===== src/rtl/uart_rx.sv =====
// uart_rx: 8N1 serial receiver with a two-flop input synchronizer, a
// clocks-per-bit divider latched at the start edge, a small first-word-
// fall-through receive FIFO, and sticky framing/overrun flags.
module uart_rx #(
    parameter int unsigned FIFO_DEPTH = 4,
    parameter int unsigned CW         = $clog2(FIFO_DEPTH) + 1
) (
    input  logic          clock,
    input  logic          reset,
    input  logic [15:0]   clock_divider,
    input  logic          rx,
    input  logic          read_en,
    input  logic          clear_errors,
    output logic [7:0]    data_out,
    output logic          data_valid,
    output logic [CW-1:0] fifo_count,
    output logic          busy,
    output logic          framing_error,
    output logic          overrun
);

    localparam int unsigned AW = (FIFO_DEPTH > 1) ? $clog2(FIFO_DEPTH) : 1;

    localparam logic [2:0] ST_IDLE  = 3'd0;
    localparam logic [2:0] ST_START = 3'd1;
    localparam logic [2:0] ST_DATA  = 3'd2;
    localparam logic [2:0] ST_STOP  = 3'd3;
    localparam logic [2:0] ST_BREAK = 3'd4;

    // Synchronizer and receiver datapath
    logic        rx_meta;
    logic        rxs;
    logic [2:0]  state;
    logic [2:0]  state_d;
    logic [15:0] div;
    logic [15:0] div_d;
    logic [15:0] cnt;
    logic [15:0] cnt_d;
    logic [2:0]  bit_idx;
    logic [2:0]  bit_idx_d;
    logic [7:0]  shift;
    logic [7:0]  shift_d;
    logic        cnt_zero_c;
    logic        push_c;
    logic        frame_err_c;

    // FIFO storage and control
    logic [7:0]    mem [FIFO_DEPTH];
    logic [AW-1:0] wr_ptr;
    logic [AW-1:0] rd_ptr;
    logic [CW-1:0] count_d;
    logic          full_c;
    logic          pop_c;
    logic          wr_c;
    logic          drop_c;

    // Two-flop synchronizer on the asynchronous serial line, idling high
    always_ff @(posedge clock or posedge reset) begin
        if (reset) begin
            rx_meta <= 1'b1;
            rxs     <= 1'b1;
        end else begin
            rx_meta <= rx;
            rxs     <= rx_meta;
        end
    end

    // Receiver state and datapath registers
    always_ff @(posedge clock or posedge reset) begin
        if (reset) begin
            state   <= ST_IDLE;
            div     <= 16'd0;
            cnt     <= 16'd0;
            bit_idx <= 3'd0;
            shift   <= 8'd0;
            busy    <= 1'b0;
        end else begin
            state   <= state_d;
            div     <= div_d;
            cnt     <= cnt_d;
            bit_idx <= bit_idx_d;
            shift   <= shift_d;
            busy    <= (state_d != ST_IDLE);
        end
    end

    assign cnt_zero_c = (cnt == 16'd0);

    // Next-state logic: each sample point is where the down-counter hits zero
    always_comb begin
        state_d     = state;
        div_d       = div;
        cnt_d       = cnt;
        bit_idx_d   = bit_idx;
        shift_d     = shift;
        push_c      = 1'b0;
        frame_err_c = 1'b0;

        case (state)
            ST_IDLE: begin
                if (!rxs) begin
                    // div is not latched yet, so half comes from the live input
                    div_d   = clock_divider;
                    cnt_d   = (clock_divider >> 1) - 16'd1;
                    state_d = ST_START;
                end
            end
            ST_START: begin
                if (cnt_zero_c) begin
                    if (!rxs) begin
                        cnt_d     = div - 16'd1;
                        bit_idx_d = 3'd0;
                        state_d   = ST_DATA;
                    end else begin
                        state_d = ST_IDLE;
                    end
                end else begin
                    cnt_d = cnt - 16'd1;
                end
            end
            ST_DATA: begin
                if (cnt_zero_c) begin
                    shift_d[bit_idx] = rxs;
                    cnt_d            = div - 16'd1;
                    bit_idx_d        = bit_idx + 3'd1;
                    if (bit_idx == 3'd7) begin
                        state_d = ST_STOP;
                    end
                end else begin
                    cnt_d = cnt - 16'd1;
                end
            end
            ST_STOP: begin
                if (cnt_zero_c) begin
                    if (rxs) begin
                        push_c  = 1'b1;
                        state_d = ST_IDLE;
                    end else begin
                        frame_err_c = 1'b1;
                        state_d     = ST_BREAK;
                    end
                end else begin
                    cnt_d = cnt - 16'd1;
                end
            end
            ST_BREAK: begin
                // Hold here while the line stays low so a break cannot retrigger
                if (rxs) begin
                    state_d = ST_IDLE;
                end
            end
            default: begin
                state_d = ST_IDLE;
            end
        endcase
    end

    assign full_c = (fifo_count == CW'(FIFO_DEPTH));
    assign pop_c  = read_en && data_valid;
    // A full FIFO still accepts a push when the head leaves in the same cycle
    assign wr_c   = push_c && (!full_c || pop_c);
    assign drop_c = push_c && full_c && !pop_c;

    // Occupancy next value
    always_comb begin
        count_d = fifo_count;
        case ({wr_c, pop_c})
            2'b10:   count_d = fifo_count + CW'(1);
            2'b01:   count_d = fifo_count - CW'(1);
            default: count_d = fifo_count;
        endcase
    end

    // FIFO pointers, storage and occupancy
    always_ff @(posedge clock or posedge reset) begin
        if (reset) begin
            wr_ptr     <= '0;
            rd_ptr     <= '0;
            fifo_count <= '0;
            data_valid <= 1'b0;
            for (int i = 0; i < FIFO_DEPTH; i++) begin
                mem[i] <= 8'd0;
            end
        end else begin
            if (wr_c) begin
                mem[wr_ptr] <= shift;
                wr_ptr      <= wr_ptr + AW'(1);
            end
            if (pop_c) begin
                rd_ptr <= rd_ptr + AW'(1);
            end
            fifo_count <= count_d;
            data_valid <= (count_d != '0);
        end
    end

    // Sticky error flags; a new error in the clear cycle wins
    always_ff @(posedge clock or posedge reset) begin
        if (reset) begin
            framing_error <= 1'b0;
            overrun       <= 1'b0;
        end else begin
            if (frame_err_c) begin
                framing_error <= 1'b1;
            end else if (clear_errors) begin
                framing_error <= 1'b0;
            end
            if (drop_c) begin
                overrun <= 1'b1;
            end else if (clear_errors) begin
                overrun <= 1'b0;
            end
        end
    end

    // First-word-fall-through head read, forced to zero when empty
    assign data_out = data_valid ? mem[rd_ptr] : 8'h00;

endmodule

===== config.mk =====
export PLATFORM = sky130hd
export DESIGN_NAME = uart_rx
export DESIGN_NICKNAME = d
export VERILOG_FILES = /design/src/rtl/uart_rx.sv
export SDC_FILE = /design/constraint.sdc
export NUM_CORES = 1
export LEC_CHECK = 0
export CORE_MARGIN = 4
export CORE_UTILIZATION = 30
export DETAILED_ROUTE_END_ITERATION = 12
export GPL_ROUTABILITY_DRIVEN = 0
export GPL_TIMING_DRIVEN = 1
export SETUP_SLACK_MARGIN = 0.2
export SLEW_MARGIN = 20
export SYNTH_ARGS = -nofsm -noshare
export SYNTH_HDL_FRONTEND = slang
export SYNTH_SLANG_ARGS = --single-unit

===== constraint.sdc =====
create_clock -name clock -period 4.7 [get_ports clock]
set_input_delay 1.175 -clock clock [delete_from_list [all_inputs] [get_ports clock]]
set_output_delay 1.175 -clock clock [all_outputs]
set_load 0.005 [all_outputs]

==> out/qor.txt <==
worst flop-to-flop path startpoint -> cnt[0]
Die ar. -> 19300 um2
Post-route DRC -> 0
drt first pass iters -> 5
number of setup violations in the final report -> 0
CTS buffer count -> 9
first-pass GRT wire length -> 20000 um
fmax -> 255 MHz
CP Class -> reg2reg
htree depth -> 3
share of cells above drive strength 1 -> 0.193
initial antenna violation count -> 0
Mapped Avg Cell Area -> 10.6 um2
Worst Setup SP -> cnt[0]
Syn Nets -> 516
Vias -> 3813
final cell utilization of the core -> 0.361
Final ANT Viol Nets -> 0
Synth Instances -> 484
DR iter-0 viols -> 235
vias in the first global route -> 3939
outcome -> finished, final reports clean
antenna diode count -> 0
synthesized cell area -> 5150 um2
initial core utilization -> 0.308
commonest non-fill, non-tap cell in the layout -> dfrtp_1
root buffer cell -> clkbuf_16
Vert. Die Dim -> 139 um
Worst Path Arrival -> 4140 ps
Max-Slew Margin vs Limit -> 0.268
dpl cells -> 723
core box area -> 16700 um2
IO Count -> 36
Synth cell types -> 62
Hold Path Cell Cnt -> 0
RSZ-0062 raised after global routing -> false
reg2reg setup slack -> 780 ps
Skew-Pair Late Insertion Delay -> 350 ps
FF-to-FF End -> data_valid
all-layer global routing usage -> 0.126
Setup crit start kind -> flop
grt ovf -> 0
fin crit period -> 3920 ps
Setup TNS Final -> 0 ps
Max Slew Vio Count -> 0
leakage -> 2.52 nW
final setup margin -> 783 ps
EDFF count, synth -> 0
Avg Vias per Cell -> 5.16
clk buf depth -> 2
Yosys reg bits -> 91
P per Cell Area -> 353 nW/um2
WP data required -> 4920 ps
CTS resizes -> 0
Net count, final -> 546
P&R area growth vs syn -> 17.2%
Die Width -> 139 um
Worst Tran Pin Value -> 1090 ps
commonest non-fill, non-tap cells in the layout -> 89 x dfrtp_1, 50 x mux2_2, 40 x nand2_1
Sink Count -> 91
ys flop type -> dfrtp_1
Std-Cell Rows -> 47
Ys Warns -> 0
max-cap viol count -> 0
worst vdd ir -> 0.200 mV
largest net degree at the start of global routing -> 56
fin cells -> 739
postcts setup bufs -> 0
endpoint type of the worst setup path -> flop
Final Hold Fails -> 0
crit path max fanout -> 6
worst-case clock skew -> 10.9 ps
DP Wirelength -> 8560 um
TritonCTS clock tree -> done
Hold-fix buffers, CTS -> 0
min-delay worst type -> reg2reg
pre-CTS setup slack -> 472 ps
Clk pin slew, worst setup/hold paths -> 70 ps
Critical Path End -> data_valid
final period utilization -> 0.833
Final Power -> 0.00213 W
DRT Wirelength -> 11700 um
WL/cell -> 15.8 um
Async S/R FF share, synth -> 1.00
worst-case reg-to-reg path depth -> 9
PortBufs -> 35
Seq/Total Area, Yosys -> 0.443
## critical path, stage by stage, from the launching register on
cell and delay (ps):
dfrtp_1 410, inv_1 70, ha_1 210, or4b_1 560, or4b_4 570, or4_2 670
ha_1 240, fa_1 430, mux2_2 280, or3_1 360
## kinds of logic after synthesis
group / synth area share
compound gates: 0.106
flops: 0.443
simple gates: 0.174
xor+xnor: 0.0613
buf+inv: 0.0272
fa+ha+maj: 0.0282
mux: 0.161
## state kept, by name, indices dropped and copies added (netlist names), 2 cells and up
signal,flops
fifo_count,3
div,16
wr_ptr,2
rd_ptr,2
state,3
cnt,16
bit_idx,3
shift,8
mem,32
## worst min path at each step
| stage | startpoint | to | slack [ps] |
|---|---|---|---|
| 6_report | rx_meta | rxs | 350 |
| 5_1_grt | rx_meta | rxs | 350 |
| 4_1_cts | rx_meta | rxs | 350 |
| 3_5_place_dp | rx_meta | rxs | 350 |
| 3_3_place_gp | rx_meta | rxs | 350 |
| 2_1_floorplan | rx_meta | rxs | 350 |
## final cells by class
cell class              count  area, um2
clock inverters             7       78.8
flip-flops and latches     91       2280
repair buffers             41        395
multi-input cells         359       2730
clock buffers               9        225
inverters                  12       46.3
fillers                  1655      10700
well taps                 220        275
## cells in the mapped netlist, types with 8 or more instances
cell	number	share of area
xor2_1	16	0.027
o21ai_0	32	0.031
nor4_1	13	0.016
nor3_1	16	0.016
mux4_2	8	0.035
mux2_2	50	0.11
a21oi_1	12	0.012
and2_1	9	0.011
ha_1	10	0.024
dfrtp_1	89	0.43
clkbuf_1	15	0.011
nor2_1	31	0.023
xnor2_1	20	0.034
inv_1	12	0.0088
nand2_1	40	0.029
nand3_1	9	0.0088
## power breakdown
group	internal, W	switching, W	total, W	leakage [nW]
Combinational	0.000215	0.000169	0.000384	1.20
Sequential	0.000867	0.000153	0.00102	1.17
Clock	0.000377	0.000350	0.000727	0.148
Total	0.00146	0.000671	0.00213	2.52
## layer usage
layer	GRT usage	wire length (um)	share of wire
met3	0.0272	466	0.040
met1	0.165	5390	0.46
met2	0.208	5670	0.49
met5	0	0	0
met4	0.0381	155	0.013
## metrics by stage
stage | hold slack [ps] | instance area (um2)
floorplan | 345 | 5150
global placement | 348 | 5730
detailed placement | 349 | 5730
CTS | 353 | 6030
global route | 355 | 6030
finish | 352 | 6030
Note: power is estimated with default switching activity, not from simulation.
